===== config.mk =====
export PLATFORM = sky130hd
export DESIGN_NAME = pedometer_ctrl
export DESIGN_NICKNAME = d
export VERILOG_FILES = /design/src/rtl/pedometer_ctrl.sv
export SDC_FILE = /design/constraint.sdc
export NUM_CORES = 1
export LEC_CHECK = 0
export BUFFER_PORTS_ARGS = -buffer_cell sky130_fd_sc_hd__buf_4
export CORE_ASPECT_RATIO = 0.6
export CORE_MARGIN = 2
export CORE_UTILIZATION = 30
export CTS_BUF_LIST = sky130_fd_sc_hd__clkbuf_16
export CTS_CLUSTER_SIZE = 25
export DETAILED_ROUTE_END_ITERATION = 10
export HOLD_SLACK_MARGIN = 0.1
export MAX_ROUTING_LAYER = met4
export PLACE_DENSITY = 0.52
export RECOVER_POWER = 100
export SLEW_MARGIN = 10
export SYNTH_ARGS = -nofsm -noshare
export SYNTH_HDL_FRONTEND = slang
export SYNTH_SLANG_ARGS = --single-unit
export TNS_END_PERCENT = 30

===== constraint.sdc =====
create_clock -name clk -period 2.2 [get_ports clk]
set_input_delay 0.11 -clock clk [delete_from_list [all_inputs] [get_ports clk]]
set_output_delay 0.11 -clock clk [all_outputs]
set_load 0.03 [all_outputs]

===== src/rtl/pedometer_ctrl.sv =====
// Pedometer command controller: arbitrates between step-count samples and
// buffered weight writes, pairing writes into dual updates where possible.
module pedometer_ctrl #(
    parameter int PAIR_WAIT     = 2,
    parameter int MAX_UPD_BURST = 3
) (
    input  logic       clk,
    input  logic       reset,
    input  logic       smp_valid,
    input  logic [7:0] smp_a,
    input  logic [7:0] smp_b,
    output logic       smp_ready,
    input  logic       wr_valid,
    input  logic [2:0] wr_addr,
    input  logic [7:0] wr_data,
    output logic       wr_ready,
    output logic       countSteps,
    output logic       updateWeight,
    output logic       dualUpdateWeights,
    output logic [7:0] A,
    output logic [7:0] B,
    output logic [2:0] Addr1,
    output logic [2:0] Addr2,
    output logic [7:0] Data1,
    output logic [7:0] Data2,
    output logic       busy,
    output logic [15:0] cnt_issued
);

    localparam int WAIT_W  = (PAIR_WAIT < 1) ? 1 : $clog2(PAIR_WAIT + 1);
    localparam int BURST_W = (MAX_UPD_BURST < 1) ? 1 : $clog2(MAX_UPD_BURST + 1);
    localparam logic [WAIT_W-1:0]  WAIT_INIT = WAIT_W'(PAIR_WAIT);
    localparam logic [BURST_W-1:0] BURST_MAX = BURST_W'(MAX_UPD_BURST);

    typedef enum logic [1:0] {
        ACT_NOP = 2'd0,
        ACT_CNT = 2'd1,
        ACT_UPD = 2'd2
    } action_e;

    // Write holding buffer: slot0 is the older entry, slot1 the newer.
    logic [1:0]         count_q, count_d;
    logic [2:0]         addr0_q, addr0_d, addr1_q, addr1_d;
    logic [7:0]         data0_q, data0_d, data1_q, data1_d;
    logic [WAIT_W-1:0]  wait_q, wait_d;
    logic [BURST_W-1:0] burst_q, burst_d;

    // Registered command/operand outputs.
    logic        cs_q, cs_d, uw_q, uw_d, du_q, du_d;
    logic [7:0]  a_q, a_d, b_q, b_d, d1_q, d1_d, d2_q, d2_d;
    logic [2:0]  ad1_q, ad1_d, ad2_q, ad2_d;
    logic        busy_q, busy_d;
    logic [15:0] cnt_q, cnt_d;

    logic    upd_due;
    logic    wr_acc;
    action_e act;

    // Pick this edge's single action and derive the handshakes from it.
    always_comb begin
        upd_due = (count_q == 2'd2) || ((count_q == 2'd1) && (wait_q == '0));
        act     = ACT_NOP;
        if (upd_due && !((burst_q == BURST_MAX) && smp_valid)) begin
            act = ACT_UPD;
        end else if (smp_valid) begin
            act = ACT_CNT;
        end
        // Handshakes are forced low while reset is held, whatever the inputs.
        smp_ready = reset && (act == ACT_CNT);
        wr_ready  = reset && ((count_q != 2'd2) || (act == ACT_UPD) || (wr_addr == addr1_q));
        wr_acc    = wr_valid && wr_ready;
    end

    // Next-state for the buffer, burst limiter, counters and output registers.
    always_comb begin
        // NOTE: every signal gets a default first so no path leaves one unassigned (no latches).
        count_d = count_q;
        addr0_d = addr0_q;
        data0_d = data0_q;
        addr1_d = addr1_q;
        data1_d = data1_q;
        wait_d  = wait_q;
        burst_d = burst_q;
        cs_d    = 1'b0;
        uw_d    = 1'b0;
        du_d    = 1'b0;
        a_d     = '0;
        b_d     = '0;
        ad1_d   = '0;
        d1_d    = '0;
        ad2_d   = '0;
        d2_d    = '0;
        cnt_d   = cnt_q;

        unique case (act)
            ACT_CNT: begin
                cs_d = 1'b1;
                a_d  = smp_a;
                b_d  = smp_b;
                if (cnt_q != 16'hFFFF) cnt_d = cnt_q + 16'd1;
            end
            ACT_UPD: begin
                uw_d  = 1'b1;
                ad1_d = addr0_q;
                d1_d  = data0_q;
                if (count_q == 2'd2) begin
                    du_d  = 1'b1;
                    ad2_d = addr1_q;
                    d2_d  = data1_q;
                end
            end
            default: ;
        endcase

        // Consecutive updates are capped so a waiting sample is not starved.
        if (act == ACT_UPD) begin
            burst_d = (burst_q == BURST_MAX) ? BURST_MAX : burst_q + 1'b1;
        end else if ((act == ACT_CNT) || !upd_due) begin
            burst_d = '0;
        end

        if (act == ACT_UPD) begin
            // Buffer drains; a write arriving now becomes the new slot0.
            count_d = 2'd0;
            wait_d  = '0;
            if (wr_acc) begin
                addr0_d = wr_addr;
                data0_d = wr_data;
                count_d = 2'd1;
                wait_d  = WAIT_INIT;
            end
        end else begin
            case (count_q)
                2'd0: begin
                    if (wr_acc) begin
                        addr0_d = wr_addr;
                        data0_d = wr_data;
                        count_d = 2'd1;
                        wait_d  = WAIT_INIT;
                    end
                end
                2'd1: begin
                    if (wait_q != '0) wait_d = wait_q - 1'b1;
                    if (wr_acc) begin
                        // Same address merges without restarting the pairing wait.
                        if (wr_addr == addr0_q) begin
                            data0_d = wr_data;
                        end else begin
                            addr1_d = wr_addr;
                            data1_d = wr_data;
                            count_d = 2'd2;
                        end
                    end
                end
                default: begin
                    // Full buffer only accepts a merge into slot1.
                    if (wr_acc) data1_d = wr_data;
                end
            endcase
        end

        busy_d = (count_d != 2'd0);
    end

    // State and output registers with asynchronous active-low reset.
    always_ff @(posedge clk or negedge reset) begin
        if (!reset) begin
            count_q <= '0;
            addr0_q <= '0;
            data0_q <= '0;
            addr1_q <= '0;
            data1_q <= '0;
            wait_q  <= '0;
            burst_q <= '0;
            cs_q    <= 1'b0;
            uw_q    <= 1'b0;
            du_q    <= 1'b0;
            a_q     <= '0;
            b_q     <= '0;
            ad1_q   <= '0;
            d1_q    <= '0;
            ad2_q   <= '0;
            d2_q    <= '0;
            busy_q  <= 1'b0;
            cnt_q   <= '0;
        end else begin
            // NOTE: non-blocking assignments so every flop samples pre-edge values.
            count_q <= count_d;
            addr0_q <= addr0_d;
            data0_q <= data0_d;
            addr1_q <= addr1_d;
            data1_q <= data1_d;
            wait_q  <= wait_d;
            burst_q <= burst_d;
            cs_q    <= cs_d;
            uw_q    <= uw_d;
            du_q    <= du_d;
            a_q     <= a_d;
            b_q     <= b_d;
            ad1_q   <= ad1_d;
            d1_q    <= d1_d;
            ad2_q   <= ad2_d;
            d2_q    <= d2_d;
            busy_q  <= busy_d;
            cnt_q   <= cnt_d;
        end
    end

    assign countSteps        = cs_q;
    assign updateWeight      = uw_q;
    assign dualUpdateWeights = du_q;
    assign A                 = a_q;
    assign B                 = b_q;
    assign Addr1             = ad1_q;
    assign Data1             = d1_q;
    assign Addr2             = ad2_q;
    assign Data2             = d2_q;
    assign busy              = busy_q;
    assign cnt_issued        = cnt_q;

endmodule


**After elaboration in Yosys (flattened, before gate mapping)**

Cells that the tools add are included.

- Flip-flop bits (word level): 86
- Output and inout port bits: 60
- Word-level logic and storage cells: 102

- $add $sub $neg: 3
- Equality and inequality tests: 14
- Muxes and demuxes: 40
- Bitwise gates (word level): 3
- Reduce and logical (&&, ||, !) cells: 24

Operators by type and width:

| kind | number |
|---|---|
| two-way mux 8 bit | 12 |
| case mux 8 bit (2 select lines) | 2 |
| two-way mux 2 bit | 12 |
| two-way mux 3 bit | 6 |
| adder 16 x 1 -> 16 bit, second input constant | 1 |
| != test 16 bit, second input constant | 1 |
| case mux 2 bit (2 select lines) | 2 |
| AND reduction 4 bit | 2 |
| nonzero test 2 bit | 4 |
| equality test 2 bit, second input constant | 3 |
| equality test 3 bit | 2 |
| logical AND 1 bit | 6 |
| two-way mux 1 bit | 6 |
| != test 3 x 1 -> 1 bit, second input constant | 2 |
| AND reduction 3 bit | 2 |
| equality test 2 x 1 -> 1 bit, second input constant | 2 |
| logical NOT 2 bit | 2 |
| logical OR 1 bit | 4 |
| != test 2 bit, second input constant | 2 |
| != test 3 x 2 -> 1 bit, second input constant | 1 |
| != test 3 bit, second input constant | 1 |
| inverter 1 bit | 3 |
| nonzero test 3 bit | 1 |
| adder 2 x 1 -> 2 bit, second input constant | 1 |
| other kinds (3) | 4 |

**Logic depth before layout (Yosys ltp)**

- Depth after elaboration: 14
- Gate-level depth with buffers: 9
- Depth with buffers taken out: 7

**Least setup slack after synthesis**

Ideal clock, no wire load.

- Path kind: reg-to-reg
- Start point: register cnt_q[0] (netlist: cnt_issued[0])
- End point: register cnt_q[14] (netlist: cnt_issued[14])
- Setup time: 0.133 ns
- Arrival time: 1.824 ns
- Slack: 0.242 ns
- Stages on the path, launching flop included: 7
- Buffers on the path: 0
- Period minus slack after synthesis: 1.958 ns
- Path through: dfrtp_1 -> ha_1 -> and3_1 -> nor2b_1 -> nand3_2 -> or3b_1 -> xnor2_1

- Word-level cells in the longest chain between the ends: 2
- Elaborated cells between the ends (all ways): 3

Ends and longest elaborated chain:

| what | line | RTL |
|---|---|---|
| from (decl) | 53 | `logic [15:0] cnt_q, cnt_d;` |
| from (signal assigned) | 205 | `cnt_q <= cnt_d;` |
| branches (longest 2 deep; another with adder 16 x 1 -> 16 bit) | - |  |

Parallel ways; which one is timed is not known.
A chain may end at the register's enable or synchronous reset.

**Worst setup path after layout**

- Start point: register wait_q[0]
- End point: output port smp_ready

- Word-level cells in the longest chain between the ends: 7

Ends and longest elaborated chain:

| what | line | RTL |
|---|---|---|
| from (decl) | 45 | `logic [WAIT_W-1:0] wait_q, wait_d;` |
| from (signal assigned) | 193 | `wait_q <= wait_d;` |
| logical NOT 2 bit | 61 | `upd_due = (count_q == 2'd2) \|\| ((count_q == 2'd1) && (wait_q == '0));` |
| logical AND 1 bit | 61 |  |
| logical OR 1 bit | 61 |  |
| logical AND 1 bit | 63 | `if (upd_due && !((burst_q == BURST_MAX) && smp_valid)) begin` |
| two-way mux 2 bit | 63 |  |
| equality test 2 x 1 -> 1 bit | 69 | `smp_ready = reset && (act == ACT_CNT);` |
| logical AND 1 bit | 69 |  |
| to (decl) | 12 | `output logic smp_ready,` |

No other way between the ends.

==> reports/qor.txt <==
Most common flop cell mapped by yosys = sky130_fd_sc_hd__dfrtp_1
DP HPWL = 5455 um
Run status = complete, no violations
Min-delay src = smp_valid
Initial cell density of the core = 30.61%
Die Outline Area = 12,390 um2
Maximum number of pins on one net before global-route repair = 48
Transition time at the pin with the least slew margin = 0.5934 ns
Pins over their slew limit = 0
Antenna diodes = 0
Data required time at the worst endpoint = 2.09 ns
Critical Path Sink Type = output port
Part of the power in registers = 41.9%
Min Tclk post-route = 2.040 ns
Number of warning messages in the yosys log = 0
Register-to-Register Setup Slack = 0.20 ns
Worst setup path startpoint = wait_q[0]
Fraction of the yosys area taken by sequential cells = 62.43%
Final weighted congestion in routability-driven placement = 0.7812
Number of global-route vias before repair = 2,386
Clock buffers created by TritonCTS = 9
Register cell area after layout = 2152 um2
Antenna viol nets, final = 0
#FFs+latches synth = 86
Top cells by count, synth = 86 x sky130_fd_sc_hd__dfrtp_1, 23 x sky130_fd_sc_hd__and2_1, 20 x sky130_fd_sc_hd__mux2_2
Routed wirelength normalized by instance count = 14.47 um
Ratio of final minimum period to clock period = 92.73%
Category of the most critical setup path = flop to output port
Number of iterations in the first detailed-routing pass = 4
Launch point of the worst reg-to-reg path = burst_q[0]
Top area cells in the synthesized netlist = sky130_fd_sc_hd__dfrtp_1 62%, sky130_fd_sc_hd__mux2_2 6.5%, sky130_fd_sc_hd__and2_1 4.2%, sky130_fd_sc_hd__xnor2_1 3.6%, sky130_fd_sc_hd__and3_1 3.4%
Number of top-level pins = 91
Port bufs = 90
Maximum buffer depth of the clock tree = 2
Area of combinational cells with multiple inputs = 1192 um2
Core region area = 11,260 um2
Total wire length = 7712 um
Number of DRC violations after detailed routing = 0
Final core occ = 40.76%
Hold Fails Final Rpt = 0
Int Pwr = 3.506 mW
Worst Setup EP = smp_ready
Nets = 417
Worst relative slew slack = 60.44%
Post-synth net total = 292
Count of endpoints failing setup in the final report = 0
Fin worst setup slack = 0.1600 ns
EDFF count, synth = 0
Number of distinct library cell variants in the gate-level netlist after synthesis = 49
Portion of synthesized cell area occupied by the leading cell type = 62.43%
Power per Cell Area = 1209 nW/um2
Layout filler cell count = 1,111
Average vias per placed instance = 4.465
Highest fanout seen on the critical path = 17
Unrepaired setup endpoints after global routing = no
Pleak = 2.083 nW
Portion of total power attributed to the clock network = 25.0%
TritonCTS clock tree = yes
Setup clock skew after layout = 0.008521 ns
Power spent charging and discharging nets = 2.041 mW
Switching share of power = 36.79%
Share of final-layout standard cells stronger than drive strength 1 = 20.05%
Clock insertion delay at the later pin of the skew report = 0.34 ns
Fraction of power consumed by combinational cells = 33.0%
Synthesized area divided by synthesized cell count = 13.31 um2
Fmax = 490.2 MHz
Area growth from synthesis to layout = 33.14%
Overall routing resource usage = 13.56%
Overall overflow remaining after global route = 0
Area of the mapped netlist = 3447 um2
Critical R2R Capture = addr0_q[2]
MaxCap Viol Count = 0
Startpoint type of the worst setup path = flop
Synth area leader = sky130_fd_sc_hd__dfrtp_1
Number of antenna violations at the first check in global routing = 0
Worst hold-check path type = input pin to flop
FF-to-FF path depth = 5
Starting DRC count in detailed routing = 88
Chip width = 142.4 um
Post-synthesis async set-or-reset flop share = 100.0%
Vertical extent of the die = 87.03 um
Global-route wire length before repair = 12,390 um
Synthesized instance count = 259
Worst-case setup slack after placement = 0.1689 ns
Worst voltage drop across the vdd grid = 0.5022 mV
Rows = 30
Deepest level of the CTS H-tree = 3
Total via count after detailed routing = 2,380
Cell with the most instances after synthesis = sky130_fd_sc_hd__dfrtp_1
Sinks on the clock net = 86
Arrival time of the worst setup path = 1.93 ns
Setup total negative slack = 0 ns
Clock tree root buffer cell = sky130_fd_sc_hd__clkbuf_16
Clock slew at reported path FFs = 0.06 ns
[worst min path at each step]
stage               slack, ns  cells past startpoint    endpoint
global placement         0.25                      2  count_q[1]
CTS                      0.14                      2        B[0]
global route             0.15                      2        B[0]
finish                   0.15                      2        B[0]
floorplan               -0.19                      0        A[0]
detailed placement       0.25                      2   wait_q[0]
[layout by cell type, fill, tap and decap left out, types with 2 or more instances in the layout]
cell type	n
sky130_fd_sc_hd__and2_1	10
sky130_fd_sc_hd__a21oi_1	2
sky130_fd_sc_hd__and2_0	14
sky130_fd_sc_hd__dfrtp_1	86
sky130_fd_sc_hd__and4_1	3
sky130_fd_sc_hd__a21boi_0	2
sky130_fd_sc_hd__nand2b_1	3
sky130_fd_sc_hd__xor2_1	4
sky130_fd_sc_hd__inv_1	7
sky130_fd_sc_hd__buf_4	32
sky130_fd_sc_hd__nand2_1	12
sky130_fd_sc_hd__o22ai_1	2
sky130_fd_sc_hd__clkinv_4	3
sky130_fd_sc_hd__nand3_1	8
sky130_fd_sc_hd__mux2_4	2
sky130_fd_sc_hd__dlygate4sd3_1	28
sky130_fd_sc_hd__clkbuf_1	62
sky130_fd_sc_hd__xnor2_1	14
sky130_fd_sc_hd__nand4_1	7
sky130_fd_sc_hd__nor2_1	7
sky130_fd_sc_hd__mux2_1	2
sky130_fd_sc_hd__and3_1	19
sky130_fd_sc_hd__clkbuf_16	9
sky130_fd_sc_hd__o21ai_0	3
sky130_fd_sc_hd__mux2_2	20
[power groups by stage]
stage / Clock [mW] / Sequential [mW] / Combinational [mW]
after global placement: 0 / 2.36 / 2.03
after floorplan: 0 / 2.77 / 0.922
final: 1.39 / 2.33 / 1.83
after detailed placement: 0 / 2.37 / 2.07
after global routing: 1.52 / 2.39 / 2.01
after CTS: 1.45 / 2.34 / 2.11
[metal layers]
| metal | vias up | wire length, um | GRT usage, % |
|---|---|---|---|
| met5 | - | 0 | - |
| li1 | 1140 | - | - |
| met3 | 8 | 438 | 4.783 |
| met4 | 0 | 59 | 3.780 |
| met1 | 1168 | 3885 | 18.44 |
| met2 | 64 | 3328 | 19.24 |
[stage by stage]
| stage | area [um2] | cells | hold WS, ns | total power, mW |
|---|---|---|---|---|
| finish | 4589 | 533 | 0.1508 | 5.547 |
| global route | 4589 | 533 | 0.1483 | 5.931 |
| CTS | 4853 | 533 | 0.1401 | 5.902 |
| detailed placement | 4297 | 489 | 0.2538 | 4.434 |
| global placement | 4297 | 489 | 0.2494 | 4.395 |
| floorplan | 3447 | 259 | -0.1856 | 3.690 |
[state kept, by name, summed over array words and instances, names as in the netlist]
name and count:
dualUpdateWeights 1, countSteps 1, B 8, count_q 2, data0_q 8, data1_q 8, busy 1, Data2 8
updateWeight 1, Addr2 3, wait_q 2, burst_q 2, addr0_q 3, Addr1 3, cnt_issued 16, A 8
addr1_q 3, Data1 8
[cells by family (layout without fill, tap and decap cells)]
family          after synthesis  in the layout  synth area share (%)
compound gates               20             20                 5.082
xor+xnor                     18             18                 4.573
fa+ha+maj                     2              2                0.7258
buf+inv                      16            146                 2.142
flops                        86             86                 62.43
mux                          24             24                 8.276
simple gates                 93             93                 16.77
[critical path, stage by stage (launching register included)]
cell                       delay (ns)
sky130_fd_sc_hd__dfrtp_1         0.39
sky130_fd_sc_hd__inv_1           0.10
sky130_fd_sc_hd__ha_4            0.18
sky130_fd_sc_hd__nand3b_1        0.11
sky130_fd_sc_hd__a22o_1          0.25
sky130_fd_sc_hd__buf_4           0.20
sky130_fd_sc_hd__and3_1          0.19
sky130_fd_sc_hd__clkbuf_4        0.17
[timing repair]
item                                    CTS  global route
buffers inserted                          0             0
hold buffers                             28             0
endpoints found under the setup margin    0             1
hold endpoints to repair                124             0
resized for setup                         0             2
[final cells by class]
class / instances / share of cell area (%)
inverters: 6 / 0.4907
well taps: 144 / 3.926
repair buffers: 124 / 16.68
clock inverters: 7 / 1.118
flip-flops and latches: 86 / 46.89
clock buffers: 9 / 4.907
multi-input cells: 157 / 25.98
(Power assumes the default switching activity.)
